### config.mk
export PLATFORM = sky130hd
export DESIGN_NAME = instruction_encoder_flat
export DESIGN_NICKNAME = d
export VERILOG_FILES = /design/src/rtl/instruction_encoder_pkg.sv /design/src/rtl/instruction_encoder_if.sv /design/src/rtl/instruction_encoder_fifo.sv /design/src/rtl/instruction_encoder.sv /design/src/flat_wrapper.sv
export SDC_FILE = /design/constraint.sdc
export NUM_CORES = 1
export LEC_CHECK = 0
export ABC_AREA = 1
export CAP_MARGIN = 25
export CORE_MARGIN = 2
export CORE_UTILIZATION = 30
export DETAILED_ROUTE_END_ITERATION = 6
export GPL_ROUTABILITY_DRIVEN = 1
export PLACE_DENSITY = 0.58
export SLEW_MARGIN = 20
export SYNTH_ARGS = -nofsm -noshare
export SYNTH_HDL_FRONTEND = slang
export SYNTH_SLANG_ARGS = --single-unit
### constraint.sdc
create_clock -name clock -period 2.53 [get_ports clock]
set_input_delay 0.253 -clock clock [delete_from_list [all_inputs] [get_ports clock]]
set_output_delay 0.253 -clock clock [all_outputs]
set_load 0.005 [all_outputs]
### src/rtl/instruction_encoder_pkg.sv
// Shared opcode constants, field positions, format/state enums and the opcode classifier.
// ENCODER_FLOAT_EN makes ADDF/MULF legal R-type opcodes; without it they are illegal.
package instruction_encoder_pkg;

    localparam logic [5:0] OP_NOP   = 6'd0;
    localparam logic [5:0] OP_ADD   = 6'd1;
    localparam logic [5:0] OP_SUB   = 6'd2;
    localparam logic [5:0] OP_STORE = 6'd3;
    localparam logic [5:0] OP_LOAD  = 6'd4;
    localparam logic [5:0] OP_MOVE  = 6'd5;
    localparam logic [5:0] OP_SGE   = 6'd6;
    localparam logic [5:0] OP_SLE   = 6'd7;
    localparam logic [5:0] OP_SGT   = 6'd8;
    localparam logic [5:0] OP_SLT   = 6'd9;
    localparam logic [5:0] OP_SEQ   = 6'd10;
    localparam logic [5:0] OP_SNE   = 6'd11;
    localparam logic [5:0] OP_AND   = 6'd12;
    localparam logic [5:0] OP_OR    = 6'd13;
    localparam logic [5:0] OP_XOR   = 6'd14;
    localparam logic [5:0] OP_NOT   = 6'd15;
    localparam logic [5:0] OP_MOVEI = 6'd16;
    localparam logic [5:0] OP_SLI   = 6'd17;
    localparam logic [5:0] OP_SRI   = 6'd18;
    localparam logic [5:0] OP_ADDI  = 6'd19;
    localparam logic [5:0] OP_SUBI  = 6'd20;
    localparam logic [5:0] OP_JUMP  = 6'd21;
    localparam logic [5:0] OP_BRA   = 6'd22;
    localparam logic [5:0] OP_ADDF  = 6'd23;
    localparam logic [5:0] OP_MULF  = 6'd24;

    localparam int OPC_LSB  = 26;
    localparam int RS1_LSB  = 21;
    localparam int F2_LSB   = 16;
    localparam int RD_R_LSB = 11;
    localparam int OPC_W    = 6;
    localparam int REG_W    = 5;
    localparam int IMM16_W  = 16;
    localparam int IMM26_W  = 26;

    typedef enum logic [2:0] {FMT_R, FMT_I, FMT_MV, FMT_MVI, FMT_J, FMT_BR, FMT_ST, FMT_NOP} fmt_e;
    typedef enum logic [1:0] {ST_IDLE, ST_LOAD, ST_DRAIN} state_e;

    typedef struct packed {
        logic legal;
        fmt_e fmt;
    } op_class_t;

    function automatic op_class_t classify(input logic [5:0] op);
        op_class_t c;
        c.legal = 1'b1;
        c.fmt   = FMT_NOP;
        case (op)
            OP_NOP: c.fmt = FMT_NOP;
            OP_ADD, OP_SUB, OP_SGE, OP_SLE, OP_SGT, OP_SLT,
            OP_SEQ, OP_SNE, OP_AND, OP_OR, OP_XOR: c.fmt = FMT_R;
            OP_LOAD, OP_SLI, OP_SRI, OP_ADDI, OP_SUBI: c.fmt = FMT_I;
            OP_MOVE, OP_NOT: c.fmt = FMT_MV;
            OP_MOVEI: c.fmt = FMT_MVI;
            OP_JUMP:  c.fmt = FMT_J;
            OP_BRA:   c.fmt = FMT_BR;
            OP_STORE: c.fmt = FMT_ST;
`ifdef ENCODER_FLOAT_EN
            OP_ADDF, OP_MULF: c.fmt = FMT_R;
`endif
            default: c.legal = 1'b0;
        endcase
        return c;
    endfunction

endpackage

### src/rtl/instruction_encoder_if.sv
// Instruction beat input, memory write port and status bundle of the instruction encoder.
interface instruction_encoder_if #(parameter int ADDR_W = 8);
    logic              start;
    logic [ADDR_W-1:0] start_addr;
    logic              in_valid;
    logic              in_last;
    logic [5:0]        opcode;
    logic [4:0]        rs1;
    logic [4:0]        rs2;
    logic [4:0]        rd;
    logic [4:0]        rs_value;
    logic [15:0]       imm16;
    logic [25:0]       imm26;
    logic              in_ready;
    logic              wr_valid;
    logic [ADDR_W-1:0] wr_addr;
    logic [31:0]       wr_data;
    logic              wr_ready;
    logic              busy;
    logic              done;
    logic              illegal_err;
    logic              wrap_err;
    logic [ADDR_W:0]   word_cnt;
    logic              err_clear;

    modport master (
        output start, start_addr, in_valid, in_last, opcode, rs1, rs2, rd, rs_value,
               imm16, imm26, wr_ready, err_clear,
        input  in_ready, wr_valid, wr_addr, wr_data, busy, done, illegal_err, wrap_err, word_cnt
    );

    modport slave (
        input  start, start_addr, in_valid, in_last, opcode, rs1, rs2, rd, rs_value,
               imm16, imm26, wr_ready, err_clear,
        output in_ready, wr_valid, wr_addr, wr_data, busy, done, illegal_err, wrap_err, word_cnt
    );
endinterface

### src/rtl/instruction_encoder_fifo.sv
// Two-entry 32-bit word FIFO between the encoder and the memory write port.
module instr_word_fifo (
    input  logic        clock,
    input  logic        reset_n,
    input  logic        push_i,
    input  logic [31:0] push_data_i,
    input  logic        pop_i,
    output logic [31:0] head_o,
    output logic        full_o,
    output logic        empty_o
);
    logic [31:0] mem_q [2];
    logic        wr_ptr_q;
    logic        rd_ptr_q;
    logic [1:0]  count_q;
    logic [1:0]  count_d;
    logic        push_ok;
    logic        pop_ok;

    assign full_o  = (count_q == 2'd2);
    assign empty_o = (count_q == 2'd0);
    assign head_o  = mem_q[rd_ptr_q];
    assign push_ok = push_i && !full_o;
    assign pop_ok  = pop_i && !empty_o;

    always_comb begin
        count_d = count_q;
        case ({push_ok, pop_ok})
            2'b10:   count_d = count_q + 2'd1;
            2'b01:   count_d = count_q - 2'd1;
            default: count_d = count_q;
        endcase
    end

    // Storage needs no reset: the occupancy count alone defines what is valid.
    always_ff @(posedge clock) begin
        if (push_ok) begin
            mem_q[wr_ptr_q] <= push_data_i;
        end
    end

    always_ff @(posedge clock or negedge reset_n) begin
        if (!reset_n) begin
            wr_ptr_q <= 1'b0;
            rd_ptr_q <= 1'b0;
            count_q  <= 2'd0;
        end else begin
            if (push_ok) wr_ptr_q <= ~wr_ptr_q;
            if (pop_ok)  rd_ptr_q <= ~rd_ptr_q;
            count_q <= count_d;
        end
    end
endmodule

### src/rtl/instruction_encoder.sv
// Packs decoded instruction beats into 32-bit words and streams them to instruction memory.
// ENCODER_FLOAT_EN (see package) enables the ADDF/MULF opcodes.
module instruction_encoder
    import instruction_encoder_pkg::*;
#(
    parameter int ADDR_W = 8
) (
    input  logic                  clock,
    input  logic                  reset_n,
    instruction_encoder_if.slave  bus
);
    state_e            state_q;
    logic [ADDR_W-1:0] addr_q;
    logic [ADDR_W:0]   word_cnt_q;
    logic              illegal_q;
    logic              wrap_q;
    logic              done_q;

    op_class_t   cls;
    logic [31:0] word_d;
    logic        in_ready;
    logic        accept;
    logic        push;
    logic        pop;
    logic        fifo_full;
    logic        fifo_empty;
    logic [31:0] fifo_head;

    assign cls      = classify(bus.opcode);
    assign in_ready = (state_q == ST_LOAD) && !fifo_full;
    assign accept   = bus.in_valid && in_ready;
    assign push     = accept && cls.legal;
    assign pop      = !fifo_empty && bus.wr_ready;

    always_comb begin
        word_d = '0;
        word_d[OPC_LSB +: OPC_W] = bus.opcode;
        case (cls.fmt)
            FMT_R: begin
                word_d[RS1_LSB  +: REG_W] = bus.rs1;
                word_d[F2_LSB   +: REG_W] = bus.rs2;
                word_d[RD_R_LSB +: REG_W] = bus.rd;
            end
            FMT_I: begin
                word_d[RS1_LSB +: REG_W]   = bus.rs1;
                word_d[F2_LSB  +: REG_W]   = bus.rd;
                word_d[0 +: IMM16_W]       = bus.imm16;
            end
            FMT_MV: begin
                word_d[RS1_LSB +: REG_W] = bus.rs1;
                word_d[F2_LSB  +: REG_W] = bus.rd;
            end
            FMT_MVI: begin
                word_d[F2_LSB +: REG_W] = bus.rd;
                word_d[0 +: IMM16_W]    = bus.imm16;
            end
            FMT_J: word_d[0 +: IMM26_W] = bus.imm26;
            FMT_BR: begin
                word_d[RS1_LSB +: REG_W] = bus.rs1;
                word_d[F2_LSB  +: REG_W] = bus.rs_value;
                word_d[0 +: IMM16_W]     = bus.imm16;
            end
            FMT_ST: begin
                word_d[RS1_LSB +: REG_W] = bus.rs1;
                word_d[F2_LSB  +: REG_W] = bus.rs2;
                word_d[0 +: IMM16_W]     = bus.imm16;
            end
            default: word_d = '0;
        endcase
    end

    instr_word_fifo u_fifo (
        .clock       (clock),
        .reset_n     (reset_n),
        .push_i      (push),
        .push_data_i (word_d),
        .pop_i       (pop),
        .head_o      (fifo_head),
        .full_o      (fifo_full),
        .empty_o     (fifo_empty)
    );

    always_ff @(posedge clock or negedge reset_n) begin
        if (!reset_n) begin
            state_q    <= ST_IDLE;
            addr_q     <= '0;
            word_cnt_q <= '0;
            illegal_q  <= 1'b0;
            wrap_q     <= 1'b0;
            done_q     <= 1'b0;
        end else begin
            done_q <= 1'b0;
            case (state_q)
                ST_IDLE: if (bus.start) begin
                    state_q    <= ST_LOAD;
                    addr_q     <= bus.start_addr;
                    word_cnt_q <= '0;
                end
                ST_LOAD: if (accept && bus.in_last) state_q <= ST_DRAIN;
                ST_DRAIN: if (fifo_empty) begin
                    state_q <= ST_IDLE;
                    done_q  <= 1'b1;
                end
                default: state_q <= ST_IDLE;
            endcase
            // The FIFO is always empty in IDLE, so a pop never collides with a start load.
            if (pop) begin
                addr_q     <= addr_q + 1'b1;
                word_cnt_q <= word_cnt_q + 1'b1;
            end
            illegal_q <= (accept && !cls.legal) || (illegal_q && !bus.err_clear);
            wrap_q    <= (pop && (&addr_q)) || (wrap_q && !bus.err_clear);
        end
    end

    assign bus.in_ready    = in_ready;
    assign bus.wr_valid    = !fifo_empty;
    assign bus.wr_data     = fifo_head;
    assign bus.wr_addr     = addr_q;
    assign bus.busy        = (state_q != ST_IDLE);
    assign bus.done        = done_q;
    assign bus.illegal_err = illegal_q;
    assign bus.wrap_err    = wrap_q;
    assign bus.word_cnt    = word_cnt_q;
endmodule

### src/flat_wrapper.sv
// flat-port wrapper written by rule: the top's interface ports become plain ports
module instruction_encoder_flat import instruction_encoder_pkg::*;
#(
    parameter int ADDR_W = 8
)
  (clock, reset_n, bus_start, bus_start_addr, bus_in_valid, bus_in_last, bus_opcode, bus_rs1, bus_rs2, bus_rd, bus_rs_value, bus_imm16, bus_imm26, bus_wr_ready, bus_err_clear, bus_in_ready, bus_wr_valid, bus_wr_addr, bus_wr_data, bus_busy, bus_done, bus_illegal_err, bus_wrap_err, bus_word_cnt);
  instruction_encoder_if #(.ADDR_W(ADDR_W)) bus_i ();
  input  logic clock;
  input  logic reset_n;
  input wire logic [$bits(bus_i.start)-1:0] bus_start;
  input wire logic [$bits(bus_i.start_addr)-1:0] bus_start_addr;
  input wire logic [$bits(bus_i.in_valid)-1:0] bus_in_valid;
  input wire logic [$bits(bus_i.in_last)-1:0] bus_in_last;
  input wire logic [$bits(bus_i.opcode)-1:0] bus_opcode;
  input wire logic [$bits(bus_i.rs1)-1:0] bus_rs1;
  input wire logic [$bits(bus_i.rs2)-1:0] bus_rs2;
  input wire logic [$bits(bus_i.rd)-1:0] bus_rd;
  input wire logic [$bits(bus_i.rs_value)-1:0] bus_rs_value;
  input wire logic [$bits(bus_i.imm16)-1:0] bus_imm16;
  input wire logic [$bits(bus_i.imm26)-1:0] bus_imm26;
  input wire logic [$bits(bus_i.wr_ready)-1:0] bus_wr_ready;
  input wire logic [$bits(bus_i.err_clear)-1:0] bus_err_clear;
  output wire logic [$bits(bus_i.in_ready)-1:0] bus_in_ready;
  output wire logic [$bits(bus_i.wr_valid)-1:0] bus_wr_valid;
  output wire logic [$bits(bus_i.wr_addr)-1:0] bus_wr_addr;
  output wire logic [$bits(bus_i.wr_data)-1:0] bus_wr_data;
  output wire logic [$bits(bus_i.busy)-1:0] bus_busy;
  output wire logic [$bits(bus_i.done)-1:0] bus_done;
  output wire logic [$bits(bus_i.illegal_err)-1:0] bus_illegal_err;
  output wire logic [$bits(bus_i.wrap_err)-1:0] bus_wrap_err;
  output wire logic [$bits(bus_i.word_cnt)-1:0] bus_word_cnt;
  assign bus_i.start = bus_start;
  assign bus_i.start_addr = bus_start_addr;
  assign bus_i.in_valid = bus_in_valid;
  assign bus_i.in_last = bus_in_last;
  assign bus_i.opcode = bus_opcode;
  assign bus_i.rs1 = bus_rs1;
  assign bus_i.rs2 = bus_rs2;
  assign bus_i.rd = bus_rd;
  assign bus_i.rs_value = bus_rs_value;
  assign bus_i.imm16 = bus_imm16;
  assign bus_i.imm26 = bus_imm26;
  assign bus_i.wr_ready = bus_wr_ready;
  assign bus_i.err_clear = bus_err_clear;
  assign bus_in_ready = bus_i.in_ready;
  assign bus_wr_valid = bus_i.wr_valid;
  assign bus_wr_addr = bus_i.wr_addr;
  assign bus_wr_data = bus_i.wr_data;
  assign bus_busy = bus_i.busy;
  assign bus_done = bus_i.done;
  assign bus_illegal_err = bus_i.illegal_err;
  assign bus_wrap_err = bus_i.wrap_err;
  assign bus_word_cnt = bus_i.word_cnt;
  instruction_encoder #(.ADDR_W(ADDR_W)) u_core (.clock(clock), .reset_n(reset_n), .bus(bus_i));
endmodule
# After elaboration in Yosys (flattened, before gate mapping)
# Memory sizes are Yosys's and may differ from the RTL's.
# Index checks and enable logic that the tools add are counted.
# classes
n_eq_ne	36
n_mux	22
n_bitwise	2
n_reduce_logical	37
addsub	4
# op_table
cell	count
$eq A6 B4 Y1 const B	8
$eq A6 B5 Y1 const B	7
$mux W9	3
$eq A6 B3 Y1 const B	4
$mux W8	3
$reduce_or A23 Y1	1
$pmux W11 S2	1
$pmux W3 S7	1
$pmux W5 S4	1
$pmux W5 S3	1
$eq A6 B2 Y1 const B	2
$logic_and A1 B1 Y1	11
$reduce_or A11 Y1	1
$pmux W5 S2	1
$reduce_or A5 Y1	2
$add A9 B1 Y9 const B	1
$eq A3 B3 Y1 const B	3
$add A8 B1 Y8 const B	1
$reduce_and A8 Y1	1
$reduce_bool A2 Y1	4
$reduce_or A7 Y1	1
$eq A2 B2 Y1 const B	3
$eq A3 B2 Y1 const B	2
$eq A6 B1 Y1 const B	1
22 further kinds	37
# word_totals
out_inout_bits	55
n_memories	1
word_cells	111
in_bits	83
mem_bits_rw	64
register_bits	26
# memory_table
memory	words	width	read_ports	rd_ports_with_merged_regs	wr	line	rtl
u_core.u_fifo.mem_q	2	32	1	0	1	instruction_encoder_fifo.sv:12	logic [31:0] mem_q [2];

# Logic depth before layout (Yosys ltp)
# depth
ltp_word	8
mapped_depth	14
depth_no_buf	14

# Modules after synthesis
# A second synthesis with hierarchy kept.
# hier_totals
hier_cells	536
hier_area_um2	4922.2
# by_module_without_submodules
module	instances	area_each_um2	cells_each
instr_word_fifo	1	2925.3	200
instruction_encoder	1	1996.9	336

# Least setup slack after synthesis
# Ideal clock, no wire load.
# synth_timing
path_kind	input port to flip-flop
start	input bus_opcode[3]
end	memory u_core.u_fifo.mem_q[1][0], enable pin
slack_ns	-0.341
stages	9
setup_ns	0.421
path_buffers	0
t_required_ns	2.109
arrival_time_ns	2.449
cell_sequence	nor2_1 -> inv_1 -> o21ai_2 -> nor2_2 -> nand2_2 -> inv_2 -> nand2_4 -> nand2_4 -> nor2_1
# synth_via
elab_chain_len	7
# synth_lines
item	line	rtl
from (decl)	flat_wrapper.sv:14	input wire logic [$bits(bus_i.opcode)-1:0] bus_opcode;
$eq A6 B1 Y1, or another cell as far along	instruction_encoder_pkg.sv:52	case (op)
$reduce_or A23 Y1 (no line) (*)	-	
$mux W1 (*)	instruction_encoder_pkg.sv:52	
$logic_and A1 B1 Y1 (*)	instruction_encoder.sv:32	assign push = accept && cls.legal;
$logic_and A1 B1 Y1 (*)	instruction_encoder_fifo.sv:23	assign push_ok = push_i && !full_o;
$mux W1 (*)	instruction_encoder_fifo.sv:37	if (push_ok) begin
$mux W1 (implied by the code) (*)	instruction_encoder_fifo.sv:38	mem_q[wr_ptr_q] <= push_data_i;
to (decl)	instruction_encoder_fifo.sv:12	
# Every way passes the cells marked *; elsewhere a longest branch is shown, timed or not.

# Worst setup path in the final report
# layout_timing
start	input bus_opcode[3]
end	register u_core.u_fifo.count_q[1]
# layout_via
elab_chain_len	7
# layout_lines
item	line	rtl
$eq A6 B1 Y1, or another cell as far along	instruction_encoder_pkg.sv:52	
$reduce_or A23 Y1 (no line) (*)	-	
$mux W1 (*)	instruction_encoder_pkg.sv:52	
$logic_and A1 B1 Y1 (*)	instruction_encoder.sv:32	
$logic_and A1 B1 Y1 (*)	instruction_encoder_fifo.sv:23	
$eq A2 B1 Y1 / $eq A2 B2 Y1 (equally long branches)	instruction_encoder_fifo.sv:28	case ({push_ok, pop_ok})
$pmux W2 S2 / $reduce_bool A2 Y1 (equally long branches)	-	
to (signal assigned)	instruction_encoder_fifo.sv:50	count_q <= count_d;
to (decl)	instruction_encoder_fifo.sv:15	logic [1:0] count_q;
# Marks and branches as above.
# A chain may end at the register's enable or synchronous reset.

==> run summary <==
Hold-fix buffers, CTS: 0
Nets@finish: 715
Slew Limit Fails: 0
Synth-to-Final Area Change: 44.9%
Die height: 125 um
DIE AREA: 15700 sq um
Clock buffer depth: 2
Status: complete, no violations
Met3 usage: 0.0415
Post-Syn Area: 4410 sq um
# DRC: 0
Worst endpoint data arrival time: 2430 ps
CTS tree: yes
Number of max-cap violations: 0
Final core occ: 0.443
Post-synth top cells: nand2_1 (156), edfxtp_1 (64), nand3_1 (51), inv_1 (40), dfrtp_1 (26)
DRT iter0 DRCs: 156
Most used DFF post-synth: edfxtp_1
Syn_area_per_cell: 9.17 sq um
Leak Pwr: 0.00267 uW
# diodes: 0
Share of cells above drive strength 1: 0.0804
Setup ws final: 320 ps
Final Hold Fails: 0
Cell count after synthesis: 481
Clk Latency, worst-skew pair: 330 ps
CP Class: in -> reg
Largest net degree at the start of global routing: 33
Worst IR drop on VDD: 418 uV
DR pass1 iterations: 4
Startpoint types: primary input
Placement Cell Area: 6100 sq um
Flops & latches, synth: 90
Fmax: 452 MHz
Fillcell total: 1399
Fin crit period: 2210 ps
RSZ-0062 raised after global routing: false
CP endpoint kind: register
Total Power: 5340 uW
Via count: 3787
Pwr per Cell Area: 835 nW/um^2
Core ar.: 14400 sq um
Port bufs: 137
Synth area leader: edfxtp_1
CTS clock-pin slew for the worst setup and hold paths: 60 ps
Die W: 125 um
Yosys warning total: 0
Worst Skew: 4.16 ps
WL per Instance: 14.2 um
Hold_ws: 285 ps
Sequential share of the synthesized area: 0.583
Area contributors post-synth: edfxtp_1 (44%), dfrtp_1 (15%), nand2_1 (13%), nand3_1 (5.8%), inv_1 (3.4%)
Cts repair resizes: 0
Vias in the first global route: 3803
Most used standard cell by instance count after synthesis: nand2_1
CTS sink cnt: 90
Post-CTS Setup Inserts: 0
Final period util: 0.873
Detailed-route wire length: 11600 um
Gr busiest metal: met2
H-Tree Depth: 3
Tot GR Track Use: 0.151
Vias per Instance: 4.63
Antenna-violating nets left: 0
Met2 Use GR: 0.254
Post-synthesis cell type count: 34
Met1 capacity usage during global routing: 0.193
Synth top area share: 0.436
Fraction of registers with async set/reset: 0.289
Initial antenna violation count: 0
Number of synthesized flops with an enable pin: 64
Row cnt: 44
GRT overflow: 0
GP Congestion: 0.837
CP required: 2750 ps
Worst hold path class: in -> async
Detailed placement HPWL: 8370 um
Top Ports: 138
Post-Place Setup Slack: -19.5 ps
Initial Util: 0.306
Final instance area: 6390 sq um
CTS root buf: clkbuf_16
Final setup fails: 0
CP max FO: 5
Cts bufs inserted: 9
First-pass GRT wire length: 18900 um
-- power by group --
part	total, uW	switching (uW)	internal, uW
Sequential	1990	171	1820
Clock	1310	545	763
Combinational	2040	979	1060
Total	5340	1700	3640
-- registers in the layout, summed over array words and instances, names as in the netlist --
| name | count |
|---|---|
| u_core.bus.wrap_err | 1 |
| u_core.u_fifo.mem_q | 64 |
| u_core.bus.word_cnt | 9 |
| u_core.u_fifo.count_q | 2 |
| u_core.bus.wr_addr | 8 |
| u_core.bus.illegal_err | 1 |
| u_core.state_q | 2 |
| u_core.u_fifo.rd_ptr_q | 1 |
| u_core.bus.done | 1 |
| u_core.u_fifo.wr_ptr_q | 1 |
-- logic make-up after synthesis --
group,share of synthesized area
and+or+nand+nor,0.253
muxes,0.00227
other,0.000850
adders and majority gates,0.00851
AOI/OAI and AO/OA,0.0888
buffers and inverters,0.0536
xor gates and xnor gates,0.00993
DFF,0.583
-- layer usage --
layer / wire [um] / share of wire / up-vias
li1: - / - / 1921
met1: 5200 / 0.45 / 1735
met2: 5540 / 0.48 / 120
met3: 684 / 0.059 / 11
met4: 155 / 0.013 / 0
met5: 0 / 0 / -
-- placed cells by master, fill, tap and decap left out, types with 5 or more instances in the layout --
cell type,count
clkdlybuf4s50_1,137
a21oi_1,22
nand3_1,51
o21ai_0,21
nor2_1,21
nor3_1,8
nand2_1,156
buf_4,9
o211ai_1,6
o22ai_1,5
edfxtp_1,64
a32o_1,5
clkbuf_16,9
dfrtp_1,26
inv_1,40
inv_2,8
-- worst max-delay path: stages --
cell,delay (ps)
clkdlybuf4s50_1,500
nor2_1,270
inv_1,110
o21ai_2,260
nor2_2,70
nand2_2,100
inv_2,50
nand2_4,70
nand2_4,60
ha_1,320
a21oi_1,110
o21ai_0,110
xnor2_1,130
-- path summary, 6_finish.rpt --
check / depth (start not counted) / startpoint / slack [ps] / endpoint
setup / recovery: 13 / bus_opcode[3] / 320 / u_core.u_fifo.count_q[1]$_DFFE_PN0P_
hold reg to reg: 1 / u_core.bus.word_cnt[8]$_DFFE_PN0P_ / 480 / u_core.bus.word_cnt[8]$_DFFE_PN0P_
hold / removal: 2 / reset_n / 290 / u_core.bus.wr_addr[3]$_DFFE_PN0P_
setup reg to reg: 10 / u_core.state_q[1]$_DFFE_PN0P_ / 700 / u_core.u_fifo.count_q[1]$_DFFE_PN0P_
max in group asynchronous: 2 / reset_n / 1990 / u_core.u_fifo.rd_ptr_q$_DFFE_PN0P_
min in group clock: 3 / bus_start_addr[5] / 450 / u_core.bus.wr_addr[5]$_DFFE_PN0P_
-- per-stage QoR --
stage	instances	TNS (ps)
floorplan	482	0
global placement	802	0
detailed placement	802	-19.5
CTS	818	0
global route	818	0
finish	818	0
-- cell type report --
class | count | area [sq um] | area share
Clock inverter | 7 | 67.6 | 0.0106
Clock buffer | 9 | 225 | 0.0352
Multi-Input combinational cell | 330 | 1610 | 0.252
Timing Repair Buffer | 149 | 1500 | 0.234
Sequential cell | 90 | 2570 | 0.402
Inverter | 49 | 184 | 0.0288
Tap cell | 184 | 230 | 0.0360
No activity file was read; power rests on OpenSTA's default activity.
